--- src/rtl/muldiv_pkg.sv ---
// Shared definitions for the iterative multiply/divide unit: FSM encoding,
// special-result classes and iteration-count helpers.
package muldiv_pkg;

    localparam int unsigned DEF_WIDTH = 32;
    localparam int unsigned DEF_STEP  = 1;

    typedef enum logic [1:0] {
        ST_IDLE = 2'd0,
        ST_RUN  = 2'd1,
        ST_DONE = 2'd2
    } state_t;

    // Results that bypass the iterative datapath
    typedef enum logic [1:0] {
        SPC_NONE = 2'd0,
        SPC_DIV0 = 2'd1,   // lo = all ones, hi = raw dividend
        SPC_OVF  = 2'd2    // lo = MIN, hi = 0
    } special_t;

    // Iterations per operation
    function automatic int unsigned iter_count(input int unsigned width, input int unsigned step);
        return width / step;
    endfunction

    // Iteration counter width, at least one bit
    function automatic int unsigned cnt_width(input int unsigned n);
        return (n > 1) ? $clog2(n) : 1;
    endfunction

endpackage

--- src/rtl/muldiv_if.sv ---
// Request/result bus between EXE and the multiply/divide unit.
//   master: EXE side (drives request, flush, out_ready)
//   slave : unit side (drives in_ready, busy, out_valid, out_hi, out_lo)
interface muldiv_if #(
    parameter int unsigned WIDTH = 32
);
    logic             in_valid;
    logic             in_ready;
    logic             in_div;
    logic             in_sign;
    logic [WIDTH-1:0] src1;
    logic [WIDTH-1:0] src2;
    logic             flush;
    logic             busy;
    logic             out_valid;
    logic             out_ready;
    logic [WIDTH-1:0] out_hi;
    logic [WIDTH-1:0] out_lo;

    modport master (
        output in_valid, in_div, in_sign, src1, src2, flush, out_ready,
        input  in_ready, busy, out_valid, out_hi, out_lo
    );

    modport slave (
        input  in_valid, in_div, in_sign, src1, src2, flush, out_ready,
        output in_ready, busy, out_valid, out_hi, out_lo
    );
endinterface

--- src/rtl/muldiv_step.sv ---
// One iteration of the multiply/divide datapath, purely combinational.
//   is_div   : 0 = STEP shift-add stages, 1 = STEP restoring compare-subtract stages
//   opnd     : multiplicand magnitude (mul) or divisor magnitude (div)
//   hi_in    : product high half (mul) or partial remainder (div)
//   lo_in    : remaining multiplier bits / low product (mul) or dividend / quotient (div)
//   hi_nxt_c, lo_nxt_c : accumulator after STEP bits
module muldiv_step #(
    parameter int unsigned WIDTH = 32,
    parameter int unsigned STEP  = 1
) (
    input  logic             is_div,
    input  logic [WIDTH-1:0] opnd,
    input  logic [WIDTH:0]   hi_in,
    input  logic [WIDTH-1:0] lo_in,
    output logic [WIDTH:0]   hi_nxt_c,
    output logic [WIDTH-1:0] lo_nxt_c
);

    logic [WIDTH:0]   hi;
    logic [WIDTH-1:0] lo;
    logic [WIDTH+1:0] r_wide;
    logic [WIDTH+1:0] diff;
    logic [WIDTH:0]   sum;

    // Unrolled STEP sub-iterations
    always_comb begin
        hi     = hi_in;
        lo     = lo_in;
        r_wide = '0;
        diff   = '0;
        sum    = '0;
        for (int i = 0; i < int'(STEP); i++) begin
            if (is_div) begin
                // Shift next dividend bit into the remainder, keep the difference if non-negative
                r_wide = {hi, lo[WIDTH-1]};
                diff   = r_wide - {2'b00, opnd};
                if (!diff[WIDTH+1]) begin
                    hi = diff[WIDTH:0];
                    lo = {lo[WIDTH-2:0], 1'b1};
                end else begin
                    hi = r_wide[WIDTH:0];
                    lo = {lo[WIDTH-2:0], 1'b0};
                end
            end else begin
                // Add multiplicand on multiplier LSB, then shift the whole accumulator right
                sum = {1'b0, hi[WIDTH-1:0]} + (lo[0] ? {1'b0, opnd} : (WIDTH+1)'(0));
                hi  = {1'b0, sum[WIDTH:1]};
                lo  = {sum[0], lo[WIDTH-1:1]};
            end
        end
        hi_nxt_c = hi;
        lo_nxt_c = lo;
    end

endmodule

--- src/rtl/muldiv_unit.sv ---
// Iterative signed/unsigned multiply/divide unit, STEP result bits per cycle.
//   clk, resetn : clock, asynchronous active-low reset
//   bus (slave) : in_valid/in_ready request with in_div, in_sign, src1, src2;
//                 flush abort; busy; out_valid/out_ready result with out_hi, out_lo
//                 (MULT: product high/low, DIV: remainder/quotient)
// Accept at cycle 0 gives out_valid from cycle N+1, N = WIDTH/STEP.
module muldiv_unit
    import muldiv_pkg::*;
#(
    parameter int unsigned WIDTH = DEF_WIDTH,
    parameter int unsigned STEP  = DEF_STEP
) (
    input  logic    clk,
    input  logic    resetn,
    muldiv_if.slave bus
);

    localparam int unsigned N  = iter_count(WIDTH, STEP);
    localparam int unsigned CW = cnt_width(N);
    localparam int unsigned W2 = 2 * WIDTH;
    localparam logic [WIDTH-1:0] MIN_VAL = {1'b1, {(WIDTH-1){1'b0}}};

    if (!(STEP == 1 || STEP == 2 || STEP == 4) || (WIDTH % STEP) != 0) begin : g_bad_param
        $error("muldiv_unit: STEP must be 1, 2 or 4 and divide WIDTH");
    end

    state_t           state_q;
    logic [CW-1:0]    cnt_q;
    logic [WIDTH-1:0] opnd_q;
    logic [WIDTH:0]   acc_hi_q;
    logic [WIDTH-1:0] acc_lo_q;
    logic [WIDTH-1:0] src1_q;
    logic             div_q;
    logic             neg_main_q;
    logic             neg_rem_q;
    special_t         spc_q;

    logic             s1_neg_c;
    logic             s2_neg_c;
    logic [WIDTH-1:0] mag1_c;
    logic [WIDTH-1:0] mag2_c;
    special_t         spc_c;
    logic [WIDTH:0]   hi_nxt_c;
    logic [WIDTH-1:0] lo_nxt_c;
    logic [W2-1:0]    prod_c;
    logic [WIDTH-1:0] res_hi_c;
    logic [WIDTH-1:0] res_lo_c;

    // Operand magnitudes and special-case classification at accept
    always_comb begin
        s1_neg_c = bus.in_sign & bus.src1[WIDTH-1];
        s2_neg_c = bus.in_sign & bus.src2[WIDTH-1];
        mag1_c   = s1_neg_c ? (~bus.src1 + WIDTH'(1)) : bus.src1;
        mag2_c   = s2_neg_c ? (~bus.src2 + WIDTH'(1)) : bus.src2;
        spc_c    = SPC_NONE;
        if (bus.in_div) begin
            if (bus.src2 == '0) begin
                spc_c = SPC_DIV0;
            end else if (bus.in_sign && bus.src1 == MIN_VAL && bus.src2 == '1) begin
                spc_c = SPC_OVF;
            end
        end
    end

    muldiv_step #(
        .WIDTH (WIDTH),
        .STEP  (STEP)
    ) u_step (
        .is_div   (div_q),
        .opnd     (opnd_q),
        .hi_in    (acc_hi_q),
        .lo_in    (acc_lo_q),
        .hi_nxt_c (hi_nxt_c),
        .lo_nxt_c (lo_nxt_c)
    );

    // Sign fix-up and special-result override, registered on DONE entry
    always_comb begin
        prod_c   = {acc_hi_q[WIDTH-1:0], acc_lo_q};
        res_hi_c = '0;
        res_lo_c = '0;
        if (!div_q) begin
            if (neg_main_q) begin
                prod_c = ~prod_c + W2'(1);
            end
            res_hi_c = prod_c[W2-1:WIDTH];
            res_lo_c = prod_c[WIDTH-1:0];
        end else begin
            res_lo_c = neg_main_q ? (~acc_lo_q + WIDTH'(1)) : acc_lo_q;
            res_hi_c = neg_rem_q ? (~acc_hi_q[WIDTH-1:0] + WIDTH'(1)) : acc_hi_q[WIDTH-1:0];
            if (spc_q == SPC_DIV0) begin
                res_lo_c = '1;
                res_hi_c = src1_q;
            end else if (spc_q == SPC_OVF) begin
                res_lo_c = MIN_VAL;
                res_hi_c = '0;
            end
        end
    end

    // FSM, iteration state and registered outputs; flush overrides everything
    always_ff @(posedge clk or negedge resetn) begin
        if (!resetn) begin
            state_q       <= ST_IDLE;
            cnt_q         <= '0;
            opnd_q        <= '0;
            acc_hi_q      <= '0;
            acc_lo_q      <= '0;
            src1_q        <= '0;
            div_q         <= 1'b0;
            neg_main_q    <= 1'b0;
            neg_rem_q     <= 1'b0;
            spc_q         <= SPC_NONE;
            bus.in_ready  <= 1'b1;
            bus.busy      <= 1'b0;
            bus.out_valid <= 1'b0;
            bus.out_hi    <= '0;
            bus.out_lo    <= '0;
        end else if (bus.flush) begin
            state_q       <= ST_IDLE;
            cnt_q         <= '0;
            bus.in_ready  <= 1'b1;
            bus.busy      <= 1'b0;
            bus.out_valid <= 1'b0;
        end else begin
            unique case (state_q)
                ST_IDLE: begin
                    if (bus.in_valid) begin
                        state_q      <= ST_RUN;
                        cnt_q        <= '0;
                        opnd_q       <= bus.in_div ? mag2_c : mag1_c;
                        acc_lo_q     <= bus.in_div ? mag1_c : mag2_c;
                        acc_hi_q     <= '0;
                        src1_q       <= bus.src1;
                        div_q        <= bus.in_div;
                        neg_main_q   <= s1_neg_c ^ s2_neg_c;
                        neg_rem_q    <= s1_neg_c;
                        spc_q        <= spc_c;
                        bus.in_ready <= 1'b0;
                        bus.busy     <= 1'b1;
                    end
                end
                ST_RUN: begin
                    acc_hi_q <= hi_nxt_c;
                    acc_lo_q <= lo_nxt_c;
                    if (cnt_q == CW'(N - 1)) begin
                        state_q <= ST_DONE;
                        cnt_q   <= '0;
                    end else begin
                        cnt_q <= cnt_q + CW'(1);
                    end
                end
                ST_DONE: begin
                    if (!bus.out_valid) begin
                        bus.out_hi    <= res_hi_c;
                        bus.out_lo    <= res_lo_c;
                        bus.out_valid <= 1'b1;
                    end else if (bus.out_ready) begin
                        state_q       <= ST_IDLE;
                        bus.out_valid <= 1'b0;
                        bus.in_ready  <= 1'b1;
                        bus.busy      <= 1'b0;
                    end
                end
                default: begin
                    state_q <= ST_IDLE;
                end
            endcase
        end
    end

endmodule

--- src/flat_wrapper.sv ---
// flat-port wrapper written by rule: the top's interface ports become plain ports
module muldiv_unit_flat import muldiv_pkg::*;
#(
    parameter int unsigned WIDTH = DEF_WIDTH,
    parameter int unsigned STEP  = DEF_STEP
)
  (clk, resetn, bus_in_valid, bus_in_div, bus_in_sign, bus_src1, bus_src2, bus_flush, bus_out_ready, bus_in_ready, bus_busy, bus_out_valid, bus_out_hi, bus_out_lo);
  muldiv_if #(.WIDTH(WIDTH)) bus_i ();
  input  logic clk;
  input  logic resetn;
  input wire logic [$bits(bus_i.in_valid)-1:0] bus_in_valid;
  input wire logic [$bits(bus_i.in_div)-1:0] bus_in_div;
  input wire logic [$bits(bus_i.in_sign)-1:0] bus_in_sign;
  input wire logic [$bits(bus_i.src1)-1:0] bus_src1;
  input wire logic [$bits(bus_i.src2)-1:0] bus_src2;
  input wire logic [$bits(bus_i.flush)-1:0] bus_flush;
  input wire logic [$bits(bus_i.out_ready)-1:0] bus_out_ready;
  output wire logic [$bits(bus_i.in_ready)-1:0] bus_in_ready;
  output wire logic [$bits(bus_i.busy)-1:0] bus_busy;
  output wire logic [$bits(bus_i.out_valid)-1:0] bus_out_valid;
  output wire logic [$bits(bus_i.out_hi)-1:0] bus_out_hi;
  output wire logic [$bits(bus_i.out_lo)-1:0] bus_out_lo;
  assign bus_i.in_valid = bus_in_valid;
  assign bus_i.in_div = bus_in_div;
  assign bus_i.in_sign = bus_in_sign;
  assign bus_i.src1 = bus_src1;
  assign bus_i.src2 = bus_src2;
  assign bus_i.flush = bus_flush;
  assign bus_i.out_ready = bus_out_ready;
  assign bus_in_ready = bus_i.in_ready;
  assign bus_busy = bus_i.busy;
  assign bus_out_valid = bus_i.out_valid;
  assign bus_out_hi = bus_i.out_hi;
  assign bus_out_lo = bus_i.out_lo;
  muldiv_unit #(.WIDTH(WIDTH), .STEP(STEP)) u_core (.clk(clk), .resetn(resetn), .bus(bus_i));
endmodule
--- config.mk ---
export PLATFORM = sky130hd
export DESIGN_NAME = muldiv_unit_flat
export DESIGN_NICKNAME = d
export VERILOG_FILES = /design/src/rtl/muldiv_pkg.sv /design/src/rtl/muldiv_if.sv /design/src/rtl/muldiv_step.sv /design/src/rtl/muldiv_unit.sv /design/src/flat_wrapper.sv
export SDC_FILE = /design/constraint.sdc
export NUM_CORES = 1
export LEC_CHECK = 0
export BUFFER_PORTS_ARGS = -buffer_cell sky130_fd_sc_hd__clkbuf_2
export CORE_MARGIN = 8
export CORE_UTILIZATION = 60
export DETAILED_ROUTE_END_ITERATION = 8
export GPL_ROUTABILITY_DRIVEN = 0
export PLACE_DENSITY_LB_ADDON = 0.3
export SYNTH_ARGS = -nofsm -noshare
export SYNTH_HDL_FRONTEND = slang
export SYNTH_SLANG_ARGS = --single-unit
--- constraint.sdc ---
create_clock -name clk -period 3.9 [get_ports clk]
set_input_delay 0.39 -clock clk [delete_from_list [all_inputs] [get_ports clk]]
set_output_delay 0.39 -clock clk [all_outputs]
set_load 0.005 [all_outputs]
==> flow_metrics.py <==
metrics = {
    "setup_path": {
        "worstPathCellList": "inv_1, nor2_1, ha_1, o211a_1, a2111oi_0, o21ai_0, nand3b_1, a41oi_1, o21ai_1, a31oi_1, xnor2_1, a22oi_1, o21ai_1",
        "start_kind": "register",
        "slowest_stage": "a2111oi_0",
        "critPathArrivalTime_ps": 4050,
        "rr_startpoint": "u_core.acc_lo_q[0]$_DFFE_PN0P_",
        "end_kind": "register",
        "r2r_cells": 13,
        "rrSetupSlack_ps": 230,
        "crit_type": "register to register",
        "cp.required_ps": 4280,
        "crit_fanout": 14,
        "reg2reg_to": "u_core.acc_hi_q[29]$_DFFE_PN0P_",
        "path_common_cell": "o21ai_1",
        "max_stage_delay_ps": 610,
    },
    "placement": {
        "io_buffers": 137,
        "pre_cts_ws_ps": 296.8,
        "post-dp-hpwl_um": 41980,
    },
    "global_route": {
        "gr-total-overflow": 0,
        "grt_use_total_pct": 32.95,
        "grt_pass1_wl_um": 88500,
        "grt_max_degree": 129,
        "grt_pass1_vias": 16080,
        "antenna_found_initial": 2,
    },
    "sta": {
        "fin_tns_setup_ps": 0,
        "maxSlewHeadroom_pct": 11.18,
        "grt_setup_unrepaired": "no",
        "worst_pin_slew_ps": 1331,
        "whs_ps": 129.5,
        "fmax_ghz": 0.2726,
        "layout_worst_path_cycle_share_pct": 94.05,
        "finalHoldViolations": 0,
        "final-max-slew-violation-count": 0,
        "fin_ws_ps": 231.9,
        "layout_min_cycle_time_ps": 3668,
        "fin_worst_skew_ps": 11.48,
        "setup_violations": 0,
    },
    "floorplan": {
        "die-width_um": 182.9,
        "initial_core_util_pct": 60.49,
        "rows": 61,
        "die_h_um": 182.9,
        "core_area_um2": 27630,
        "ios": 138,
        "die_area_um2": 33450,
    },
    "flow_run": {
        "max_cap_violations": 0,
    },
    "final_layout": {
        "final_layout_size_suffix_gt1_share_pct": 11.90,
        "fillCellCount": 2349,
        "diodes": 0,
        "regArea_um2": 5209,
        "multiInputGateArea_um2": 10730,
        "area_growth_pct": 11.66,
        "nets": 2357,
    },
    "yosys": {
        "syn_area_um2": 16710,
        "async_reset_ff_share_pct": 100.0,
        "avgSynthCellArea_um2": 7.792,
        "ys_types": 72,
        "synthCells": 2145,
        "synth_edf_count": 0,
        "synth_seq_area_share_pct": 31.15,
        "synth.net_count": 2289,
        "ys_ff_latch": 208,
        "synth_ff_type": "dfrtp_1",
        "synth_warnings": 0,
    },
    "clock_tree": {
        "numCtsBuffers": 24,
        "cts_buffer_depth": 3,
        "cts_tree": "yes",
        "clkSlewWorstSetupHoldPaths_ps": 60,
        "clock_latency_ps": 540,
        "clockRootBuffer": "clkbuf_16",
        "ctsHtreeMaxLevel": 1,
        "cts.sinks": 208,
    },
    "power_and_ir_drop": {
        "switching_share_pct": 45.36,
        "p_switching_uw": 5717,
        "p_comb_share_pct": 55.0,
        "seqPwrFrac_pct": 26.0,
        "p_clk_share_pct": 19.0,
        "p_leak_uw": 0.008289,
        "power_uw": 12600,
        "p_per_area_nw_per_um2": 675.3,
        "ir_drop_mv": 0.5590,
        "p_int_uw": 6885,
    },
    "min_path": {
        "hold_end": "u_core.src1_q[4]$_DFFE_PN0P_",
        "hp-class": "input port to register",
        "min_path_cells": 3,
        "min_from": "bus_src1[4]",
    },
    "routing": {
        "final_antenna_net_count": 0,
        "vias": 17120,
        "routed_wl_um": 56610,
        "drc_errors": 14,
        "drt_iter0_drc": 2274,
        "first_pass_iters": 9,
        "viasPerCell": 6.572,
        "wl_per_cell_um": 21.73,
    },
    "run_status": {
        "status": "complete, but fails checks",
        "failed_checks": "DRC",
    },
}
## sequential cells by signal, indices dropped and copies added (netlist names)
signal and cells:
u_core.acc_hi_q 33, u_core.acc_lo_q 32, u_core.bus.busy 1, u_core.bus.in_ready 1
u_core.bus.out_hi 32, u_core.bus.out_lo 32, u_core.bus.out_valid 1, u_core.cnt_q 5
u_core.div_q 1, u_core.neg_main_q 1, u_core.neg_rem_q 1, u_core.opnd_q 32
u_core.spc_q 2, u_core.src1_q 32, u_core.state_q 2
## cell usage in the layout, fill, tap and decap left out, types with 17 or more instances in the layout
cell type / instances
inv_1: 68
a21o_1: 24
nand2_1: 258
clkbuf_16: 25
dfrtp_1: 205
nand3_1: 25
clkbuf_2: 135
or3_1: 18
ha_1: 71
o21ai_0: 106
nor2_1: 243
o21ai_1: 66
a222oi_1: 29
nand2b_1: 24
xnor2_1: 147
mux2i_1: 68
o211ai_1: 18
o31ai_1: 23
a21oi_1: 259
nor4_1: 17
buf_4: 54
xor2_1: 56
nor3_1: 30
## synth_stat cells, types with 17 or more instances
library cell  count  area (um^2)
a222oi_1         29        290.3
nor2_1          245        919.6
xnor2_1         147         1287
o31ai_1          23        172.7
ha_1             71        888.4
or3_1            19        118.9
inv_1            69        259.0
o21ai_0         107        535.5
xor2_1           57        499.2
buf_1            17        63.81
mux2i_1          68        680.7
o21ai_1          66        330.3
o211ai_1         18        135.1
a21oi_1         259         1296
nor4_1           17        106.4
dfrtp_1         207         5180
nand2_1         258        968.4
nor3_1           34        170.2
a21o_1           24        180.2
clkbuf_1        134        503.0
nand2b_1         25        156.4
nand3_1          25        125.1
## critical path: cells and delay by family (launching register included)
| kind | cells | cell delay (ps) |
|---|---|---|
| compound gates | 8 | 2030 |
| fa+ha+maj | 1 | 380 |
| flops | 1 | 370 |
| buf+inv | 1 | 340 |
| simple gates | 2 | 300 |
| xor+xnor | 1 | 80 |
## power by group through the flow
stage | clock, uW | sequential, uW | combinational, uW
after floorplan | 0 | 2930 | 5070
after global placement | 0 | 3240 | 6510
after detailed placement | 0 | 3260 | 6660
after CTS | 2400 | 3230 | 6720
after global routing | 2490 | 3320 | 7510
final | 2390 | 3280 | 6930
## per-layer routing
| metal | GRT usage [%] | part of all wire (%) | routed length (um) |
|---|---|---|---|
| met5 | 0 | 0.042 | 24 |
| met4 | 18.31 | 6.3 | 3540 |
| met3 | 8.765 | 13 | 7290 |
| met2 | 49.62 | 43 | 24070 |
| met1 | 42.66 | 38 | 21690 |
## worst max-delay path by stage
stage | cells after the start | slack, ps | startpoint | to
after floorplan | 13 | 410 | u_core.acc_hi_q[0]$_DFFE_PN0P_ | u_core.acc_hi_q[0]$_DFFE_PN0P_
after global placement | 12 | 480 | u_core.acc_hi_q[7]$_DFFE_PN0P_ | u_core.acc_hi_q[16]$_DFFE_PN0P_
after detailed placement | 14 | 300 | u_core.acc_lo_q[31]$_DFFE_PN0P_ | u_core.acc_hi_q[28]$_DFFE_PN0P_
after CTS | 14 | 270 | u_core.acc_lo_q[31]$_DFFE_PN0P_ | u_core.acc_hi_q[28]$_DFFE_PN0P_
after global routing | 14 | 60 | u_core.acc_lo_q[31]$_DFFE_PN0P_ | u_core.acc_hi_q[28]$_DFFE_PN0P_
final | 13 | 230 | u_core.acc_lo_q[0]$_DFFE_PN0P_ | u_core.acc_hi_q[29]$_DFFE_PN0P_
## final cells by class
class / instances / area share, %
inverter: 69 / 1.388
clock buffer: 35 / 3.875
sequential: 208 / 27.91
tap: 378 / 2.534
timing repair buffer: 195 / 6.269
clock inverter: 5 / 0.5364
multi-input combinational: 1715 / 57.49
## repair_timing
action	in CTS	in global routing
gates resized for setup	0	1
hold buffers	1	0
hold endpoints to repair	7	0
buffers inserted	0	0
setup endpoints to repair	0	1
## cell families (layout without fill, tap and decap cells)
family / Yosys count / count (layout) / share of synthesized area [%]
AO/OA/AOI/OAI: 649 / 649 / 23.65
XOR/XNOR: 204 / 204 / 10.69
adder cells (fa/ha/maj): 73 / 73 / 5.555
buffers and inverters: 222 / 304 / 5.038
flip-flops: 208 / 208 / 31.15
multiplexers: 81 / 81 / 4.948
AND/OR/NAND/NOR: 708 / 708 / 18.97
## stage by stage
| stage | instance area, um^2 | instances | utilization [%] |
|---|---|---|---|
| 2_1_floorplan | 16710 | 2145 | - |
| 3_3_place_gp | 17820 | 2564 | 64.51 |
| 3_5_place_dp | 17820 | 2564 | 64.51 |
| 4_1_cts | 18660 | 2605 | 67.52 |
| 5_1_grt | 18660 | 2605 | 67.54 |
| 6_report | 18660 | 2605 | 67.54 |
Power figures use the tool's default switching activity.
